<file path="src/rtl/rv32v_load_collector.sv">
// ---------------------------------------------------------------------------
// rv32v_load_collector
//
// Gathers the per-lane results of one vector load uop. The load/store cluster
// (LSC) returns one raw 32-bit word per active lane, in ascending lane order.
// This block extracts the element from each word according to the element
// width, zero-extends it, and stores it in that lane's slot. When every
// active lane has been filled, it presents the assembled 128-bit result to
// writeback and holds it until writeback accepts it.
//
// Ports
//   CLK              clock; all state changes on its rising edge
//   RST              asynchronous, active-high reset
//   start            one-cycle pulse: a new uop begins (accepted only in IDLE)
//   lane_mask        active lanes of the uop, sampled on an accepted start
//   veew             element width: 0=8b, 1=16b, 2/3=32b, sampled on start
//   flush            abandon the current uop; overrides every other input
//   rsp_valid        LSC response valid for lane exp_lane
//   rsp_data         raw word returned by the LSC
//   rsp_byte_offset  address bits [1:0] of the returned element
//   exp_lane         lane whose response is expected next (0 outside COLLECT)
//   busy             high whenever the collector is not IDLE
//   wb_valid         assembled result available
//   wb_ready         writeback accepts the result
//   wb_data          lane i element in bits [32i+31:32i]
//   wb_mask          lane mask latched for the uop, aligned with wb_data
// ---------------------------------------------------------------------------
module rv32v_load_collector #(
  parameter int NUM_LANES = 4  // only 4 lanes are supported
) (
  input  logic                    CLK,
  input  logic                    RST,
  input  logic                    start,
  input  logic [NUM_LANES-1:0]    lane_mask,
  input  logic [1:0]              veew,
  input  logic                    flush,
  input  logic                    rsp_valid,
  input  logic [31:0]             rsp_data,
  input  logic [1:0]              rsp_byte_offset,
  output logic [1:0]              exp_lane,
  output logic                    busy,
  output logic                    wb_valid,
  input  logic                    wb_ready,
  output logic [32*NUM_LANES-1:0] wb_data,
  output logic [NUM_LANES-1:0]    wb_mask
);

  typedef enum logic [1:0] {
    S_IDLE    = 2'd0,
    S_COLLECT = 2'd1,
    S_WB      = 2'd2
  } state_t;

  localparam logic [1:0] EEW8  = 2'd0;
  localparam logic [1:0] EEW16 = 2'd1;

  state_t                state_q;
  state_t                state_d;
  logic [NUM_LANES-1:0]  mask_q;
  logic [1:0]            veew_q;
  logic [1:0]            lane_q;
  logic [31:0]           slot_q [NUM_LANES];

  logic [1:0]            first_lane;
  logic [1:0]            next_lane;
  logic                  has_next;
  logic [31:0]           byte_shifted;
  logic [31:0]           half_shifted;
  logic [31:0]           elem;

  // -------------------------------------------------------------------------
  // Lane selection helpers
  // -------------------------------------------------------------------------

  // Lowest set bit of the incoming mask: the first lane to collect.
  // NOTE: every signal written in an always_comb gets a default first, so no
  // path through the block can leave it unassigned and infer a latch.
  always_comb begin
    first_lane = 2'd0;
    for (int i = NUM_LANES - 1; i >= 0; i--) begin
      if (lane_mask[i]) first_lane = 2'(i);
    end
  end

  // Next set bit strictly above the current lane. Masked lanes are skipped
  // here combinationally, so they never cost a cycle.
  always_comb begin
    has_next  = 1'b0;
    next_lane = lane_q;
    for (int i = NUM_LANES - 1; i >= 0; i--) begin
      if (mask_q[i] && (i > int'(lane_q))) begin
        has_next  = 1'b1;
        next_lane = 2'(i);
      end
    end
  end

  // -------------------------------------------------------------------------
  // Element extraction from the raw LSC word
  // -------------------------------------------------------------------------
  // Byte: shift by offset*8. Halfword: shift by offset[1]*16, so offset[0]
  // plays no part. Word: the offset is ignored entirely.
  always_comb begin
    byte_shifted = rsp_data >> {rsp_byte_offset, 3'b000};
    half_shifted = rsp_data >> {rsp_byte_offset[1], 4'b0000};
    case (veew_q)
      EEW8:    elem = {24'd0, byte_shifted[7:0]};
      EEW16:   elem = {16'd0, half_shifted[15:0]};
      default: elem = rsp_data;
    endcase
  end

  // -------------------------------------------------------------------------
  // FSM: state register
  // -------------------------------------------------------------------------
  // NOTE: sequential state is written with non-blocking assignments so every
  // register samples pre-edge values, independent of block ordering.
  always_ff @(posedge CLK or posedge RST) begin
    if (RST) state_q <= S_IDLE;
    else     state_q <= state_d;
  end

  // -------------------------------------------------------------------------
  // FSM: next-state logic
  // -------------------------------------------------------------------------
  always_comb begin
    state_d = state_q;
    if (flush) begin
      state_d = S_IDLE;
    end else begin
      case (state_q)
        S_IDLE: begin
          // An empty mask has nothing to collect: go straight to writeback.
          if (start) state_d = (|lane_mask) ? S_COLLECT : S_WB;
        end
        S_COLLECT: begin
          if (rsp_valid && !has_next) state_d = S_WB;
        end
        S_WB: begin
          if (wb_ready) state_d = S_IDLE;
        end
        default: state_d = S_IDLE;
      endcase
    end
  end

  // -------------------------------------------------------------------------
  // Datapath registers: latched uop parameters, expected lane, lane slots
  // -------------------------------------------------------------------------
  // Slots are only touched on an accepted start (cleared), a response in
  // COLLECT (one slot written) or a flush (cleared), so wb_data is stable
  // for as long as the result waits in WB.
  always_ff @(posedge CLK or posedge RST) begin
    if (RST) begin
      mask_q <= '0;
      veew_q <= 2'd0;
      lane_q <= 2'd0;
      // NOTE: the slot array is reset explicitly; it is small and wb_data
      // must read zero straight out of reset, so it stays in flops rather
      // than a RAM macro.
      for (int i = 0; i < NUM_LANES; i++) slot_q[i] <= 32'd0;
    end else if (flush) begin
      mask_q <= '0;
      lane_q <= 2'd0;
      for (int i = 0; i < NUM_LANES; i++) slot_q[i] <= 32'd0;
    end else begin
      case (state_q)
        S_IDLE: begin
          if (start) begin
            mask_q <= lane_mask;
            veew_q <= veew;
            lane_q <= first_lane;
            for (int i = 0; i < NUM_LANES; i++) slot_q[i] <= 32'd0;
          end
        end
        S_COLLECT: begin
          if (rsp_valid) begin
            slot_q[lane_q] <= elem;
            if (has_next) lane_q <= next_lane;
          end
        end
        default: ;
      endcase
    end
  end

  // -------------------------------------------------------------------------
  // FSM: outputs
  // -------------------------------------------------------------------------
  always_comb begin
    exp_lane = (state_q == S_COLLECT) ? lane_q : 2'd0;
    busy     = (state_q != S_IDLE);
    wb_valid = (state_q == S_WB);
    wb_mask  = mask_q;
    wb_data  = '0;
    for (int i = 0; i < NUM_LANES; i++) wb_data[32*i +: 32] = slot_q[i];
  end

endmodule

</file>
<file path="config.mk">
export PLATFORM = sky130hd
export DESIGN_NAME = rv32v_load_collector
export DESIGN_NICKNAME = d
export VERILOG_FILES = /design/src/rtl/rv32v_load_collector.sv
export SDC_FILE = /design/constraint.sdc
export NUM_CORES = 1
export LEC_CHECK = 0
export CAP_MARGIN = 20
export CORE_MARGIN = 8
export CORE_UTILIZATION = 45
export CTS_CLUSTER_DIAMETER = 200
export CTS_CLUSTER_SIZE = 12
export DETAILED_ROUTE_END_ITERATION = 16
export PLACE_DENSITY = 0.79
export SLEW_MARGIN = 20
export SYNTH_ARGS = -nofsm -noshare
export SYNTH_HDL_FRONTEND = slang
export SYNTH_SLANG_ARGS = --single-unit
export TNS_END_PERCENT = 30
</file>
<file path="constraint.sdc">
create_clock -name CLK -period 5.5 [get_ports CLK]
set_clock_uncertainty 0.15 [all_clocks]
set_input_delay 1.375 -clock CLK [delete_from_list [all_inputs] [get_ports CLK]]
set_output_delay 1.375 -clock CLK [all_outputs]
set_load 0.005 [all_outputs]
</file>
# == Yosys cells after proc, flatten, opt, wreduce, memory -nomap -nowiden ==
# Index checks and enable logic that the tools add are counted.
# classes
n_lt_le_gt_ge,5
eq_ne,9
shift,2
muxes,33
bitwise_logic,2
n_reduce_logical,18
# op_table
op,n
$mux 128,3
$pmux 128 s2,1
$bwmux 128,1
$demux 32 s2,1
$pmux 32 s2,1
$mux 2,17
$mux 32,1
$shr 32x5->16,1
$shr 32x5->8,1
$mux 4,3
$ne 3x3->1 const B,4
$reduce_and 3->1,3
$pmux 2 s3,1
$reduce_bool 2->1,3
$logic_and 1x1->1,5
$ne 5x5->1 const B,1
$reduce_and 5->1,1
$eq 2x1->1 const B,2
$gt 2x2->1 const A,2
$logic_not 2->1,2
$pmux 2 s2,1
$reduce_or 4->1,1
$ge 3x3->1 const B,1
$lt 3x1->1 const B,1
9 further kinds,11
# totals
register_bits,138
out_inout_bits,136

# == Depth between registers and ports, before layout ==
# logic_depth
depth_word,10
mapped_depth,7
mapped_depth_nobuf,4

# == Worst setup path after synthesis ==
# Ideal clock, no wire load.
# synth_timing
path_type,input-to-reg
startpoint,in rsp_byte_offset[1]
endpoint,"reg slot_q, in the netlist wb_data[100]"
arrival_time_ns,2.445
slack_ns,2.767
path_stages,4
cell_sequence,buf_2 -> mux2_2 -> a222oi_1 -> o2bb2ai_1
# synth_between
elab_chain_len,6
elab_cells_between_ends,7
cone_classes,shift (2); mux (5)
# synth_lines
item,line,text
"start, declared",39,"input logic [1:0] rsp_byte_offset,"
$shr 32x5->16 or $shr 32x5->8 (tied branches),"105, 104",
$pmux 32 s2 *,106,case (veew_q)
$bwmux 128 *,178,slot_q[lane_q] <= elem;
$mux 128 *,177,if (rsp_valid) begin
$pmux 128 s2 *,167,case (state_q)
$mux 128 *,162,end else if (flush) begin
"end signal, assigned by index",178,
"end, declared",62,logic [31:0] slot_q [NUM_LANES];
# Every way passes the cells marked *; elsewhere a longest branch is shown, timed or not. The select of a mux whose other input is x is not followed.
# A chain may end at the register's enable or synchronous reset.

# == Final worst setup path ==
# layout_timing
startpoint,in flush
endpoint,"reg slot_q, in the netlist wb_data[76]"
# layout_between
elab_chain_len,2
elab_cells_between_ends,5
cone_classes,eq/ne (2); mux (1); reduce/logical (2)
# layout_lines
item,line,text
"start, declared",36,"input logic flush,"
$ne 3x3->1 (no source line) or $reduce_bool 3->1 (tied branches),-,
$reduce_and 3->1 (no source line),-,
# Several ways; a longest one is shown, not always the timed one.

==> impl_results.md <==
* Status: finished, final reports clean
* Final instance area at between 0.008 and 0.009 mm2
* Vias in the first global route at 5,067
* IO Count at around 180
* Hold path cells at 1
* Non-filler cells, final at 810
* Hold WS at around 0.34 ns
* Core footprint at approximately 0.013 mm2
* Inst Count DP at about 780
* Ys Warns at 0
* Async SR Flop Fraction at 1.00
* Peak supply drop at around 0.00018 V
* Nets at between 600 and 700
* Xor-xnor portion of the synthesized cell area at 0
* Worst Path Arrival at between 3 and 4 ns
* CP Data Required Time at between 5 and 6 ns
* Row cnt at between 40 and 50
* Hold Fails Final Rpt at 0
* Share of cells above drive strength 1 at 0.0893
* Wire per inst at ~24 um
* Synth Cell Area at 0.00579 mm2
* Hold Crit Class: register to register
* Mean Syn Cell Area at 12.7 um2
* Port Buffers at about 180
* RSZ-0062 raised after global routing: false
* First-pass GRT wire length at ~30,000 um
* Sink Count at ~140
* Crit path kind: input port to register
* Sequential fraction of the synthesis area at 0.596
* GP Congestion at approximately 0.91
* Clock Latency Late Sink at slightly above 0.4 ns
* Area after DPL at ~0.0077 mm2
* Pwr/cell area at about 330 mW/mm2
* Die W at between 100 and 150 um
* Simple-gate share of the synthesized area at 0.0734
* Via/cell ratio at between 5 and 6
* TNS Setup at 0 ns
* # DRC at 0
* Number of max-cap violations at 0
* Max frequency at roughly 270 MHz
* Post-CTS Setup Bufs at 0
* First-pass DRT Iterations at 8
* Seq cells post-synth at around 140
* Count leader, synth: dfrtp_1
* GR Overflow Total at 0
* Final worst slack at around 1.7 ns
* Slew Limit Fails at 0
* Largest net degree at the start of global routing at 79
* Tot GR Track Use at 0.228
* Leading cell types by count after synthesis: dfrtp_1 (138), o2bb2ai_1 (88), a22o_1 (46)
* Adder-cell share of the synthesized area at 0
* Endpoints failing setup at 0
* Worst-Margin Slew at slightly below 1 ns
* Worst Setup End Kind: register
* Crit path time final at ~3.8 ns
* Area delta synth->final at 44.0%
* Synth top area share at 0.596
* CTS Buf Count at 17
* Worst slack at placement at roughly 1.4 ns
* CP max FO at 19
* Main area contributors after synthesis: dfrtp_1 (60%), o2bb2ai_1 (13%), a22o_1 (7.0%)
* Bufs on Longest Clock Path at 2
* LEAKAGE at about 3.5 nW
* DR iter-0 viols at roughly 400
* Period Utilization, post-route at 0.685
* Post-DP HPWL at around 13,000 um
* CP Launch Type: input port
* Initial antenna violation count at 0
* Htree depth at 4
* Routed wire length at between 15,000 and 20,000 um
* Root Driver: clkbuf_16
* Multiplexer share of the synthesized area at 0.0277
* Largest family of logic cells by synthesized area: compound AO/OA/AOI/OAI gates
* Number of synthesized flops with an enable pin at 0
* Vias after detailed routing at 4,805
* Hold-fix buffers, CTS at 0
* Syn Nets at between 500 and 600
* Main synth FF type: dfrtp_1
* Slew HR at 0.356
* Clock-pin slew on the worst setup and hold paths at roughly 0.060 ns
* TritonCTS clock tree: yes
* Post-CTS sizing at 0
* Die area at 0.0168 mm2
* Ant diodes at 0
* Compound-Gate Fraction of Synth Area at 0.259
* Cell taking the most area after synthesis: dfrtp_1
* Initial Utilization at 0.459
* Post-Syn Instances at 456
* DIE HEIGHT at roughly 130 um
* Netlist cell types at 46
* Worst r2r path cells at 4
* Antenna viol nets, final at 0
-- power breakdown --
group          switching [W]  internal (W)  leakage [nW]  total [W]
Combinational       0.000242      0.000134          1.30   0.000376
Sequential         0.0000266       0.00104          1.92    0.00106
Clock               0.000431      0.000890         0.335    0.00132
Total               0.000699       0.00206          3.55    0.00276
-- critical path, stage by stage --
cell             delay, ns
clkdlybuf4s50_1       0.65
or3b_1                0.71
o22ai_2               0.66
buf_4                 0.37
a22o_1                0.19
-- layer usage --
metal	up-vias	track usage	wire, um
met5	-	0	0
met4	0	0.0751	351
met3	30	0.0908	1980
met2	269	0.356	8930
met1	2426	0.283	7790
li1	2080	-	-
-- path summary, 6_finish.rpt --
kind / startpoint / end / slack, ns
worst min register to register: wb_data[58] / wb_data[58] / 0.34
worst max register to register: state_q[1] / wb_data[76] / 2.97
worst max-delay path: flush / wb_data[76] / 1.73
max in group asynchronous: RST / wb_data[100] / 2.94
min in group asynchronous: RST / wb_data[65] / 1.38
worst min-delay path: wb_data[58] / wb_data[58] / 0.34
-- state kept, by name (all words and copies together) (netlist names) --
signal   count
lane_q       2
state_q      2
veew_q       2
wb_data    128
wb_mask      4
-- cell type report --
class / count / area (um2)
Fill cell: 945 / 4280
Sequential cell: 138 / 3450
Multi-Input combinational cell: 274 / 2090
Timing Repair Buffer: 187 / 1870
Clock buffer: 22 / 474
Tap cell: 172 / 215
Clock inverter: 10 / 211
Inverter: 7 / 28.8
-- kinds of logic (layout without fill, tap and decap cells) --
group | count (synthesis) | count (layout)
AOI/OAI and AO/OA | 180 | 180
buffers and inverters | 44 | 226
DFF | 138 | 138
muxes | 15 | 15
and+or+nand+nor | 79 | 79
-- layout by cell type, fill, tap and decap left out, types with 4 or more instances in the layout --
master and instances:
nor2b_1 8, dfrtp_1 138, buf_4 5, nand2b_1 4, nor2_1 20, o2bb2ai_1 88, a22o_1 46, a21oi_1 6
mux2i_1 7, clkbuf_16 17, o21ai_0 14, bufinv_16 6, mux2_2 8, nand2_1 21, o31ai_1 10, clkdlybuf4s50_1 181
nor3_1 6, a222oi_1 4, inv_1 6
-- metrics by stage --
stage | power [W] | utilization
detailed placement | 0.00145 | 0.606
CTS | 0.00276 | 0.661
floorplan | 0.00131 | -
global placement | 0.00144 | 0.606
finish | 0.00276 | 0.661
global route | 0.00284 | 0.661
(Power assumes the default switching activity.)
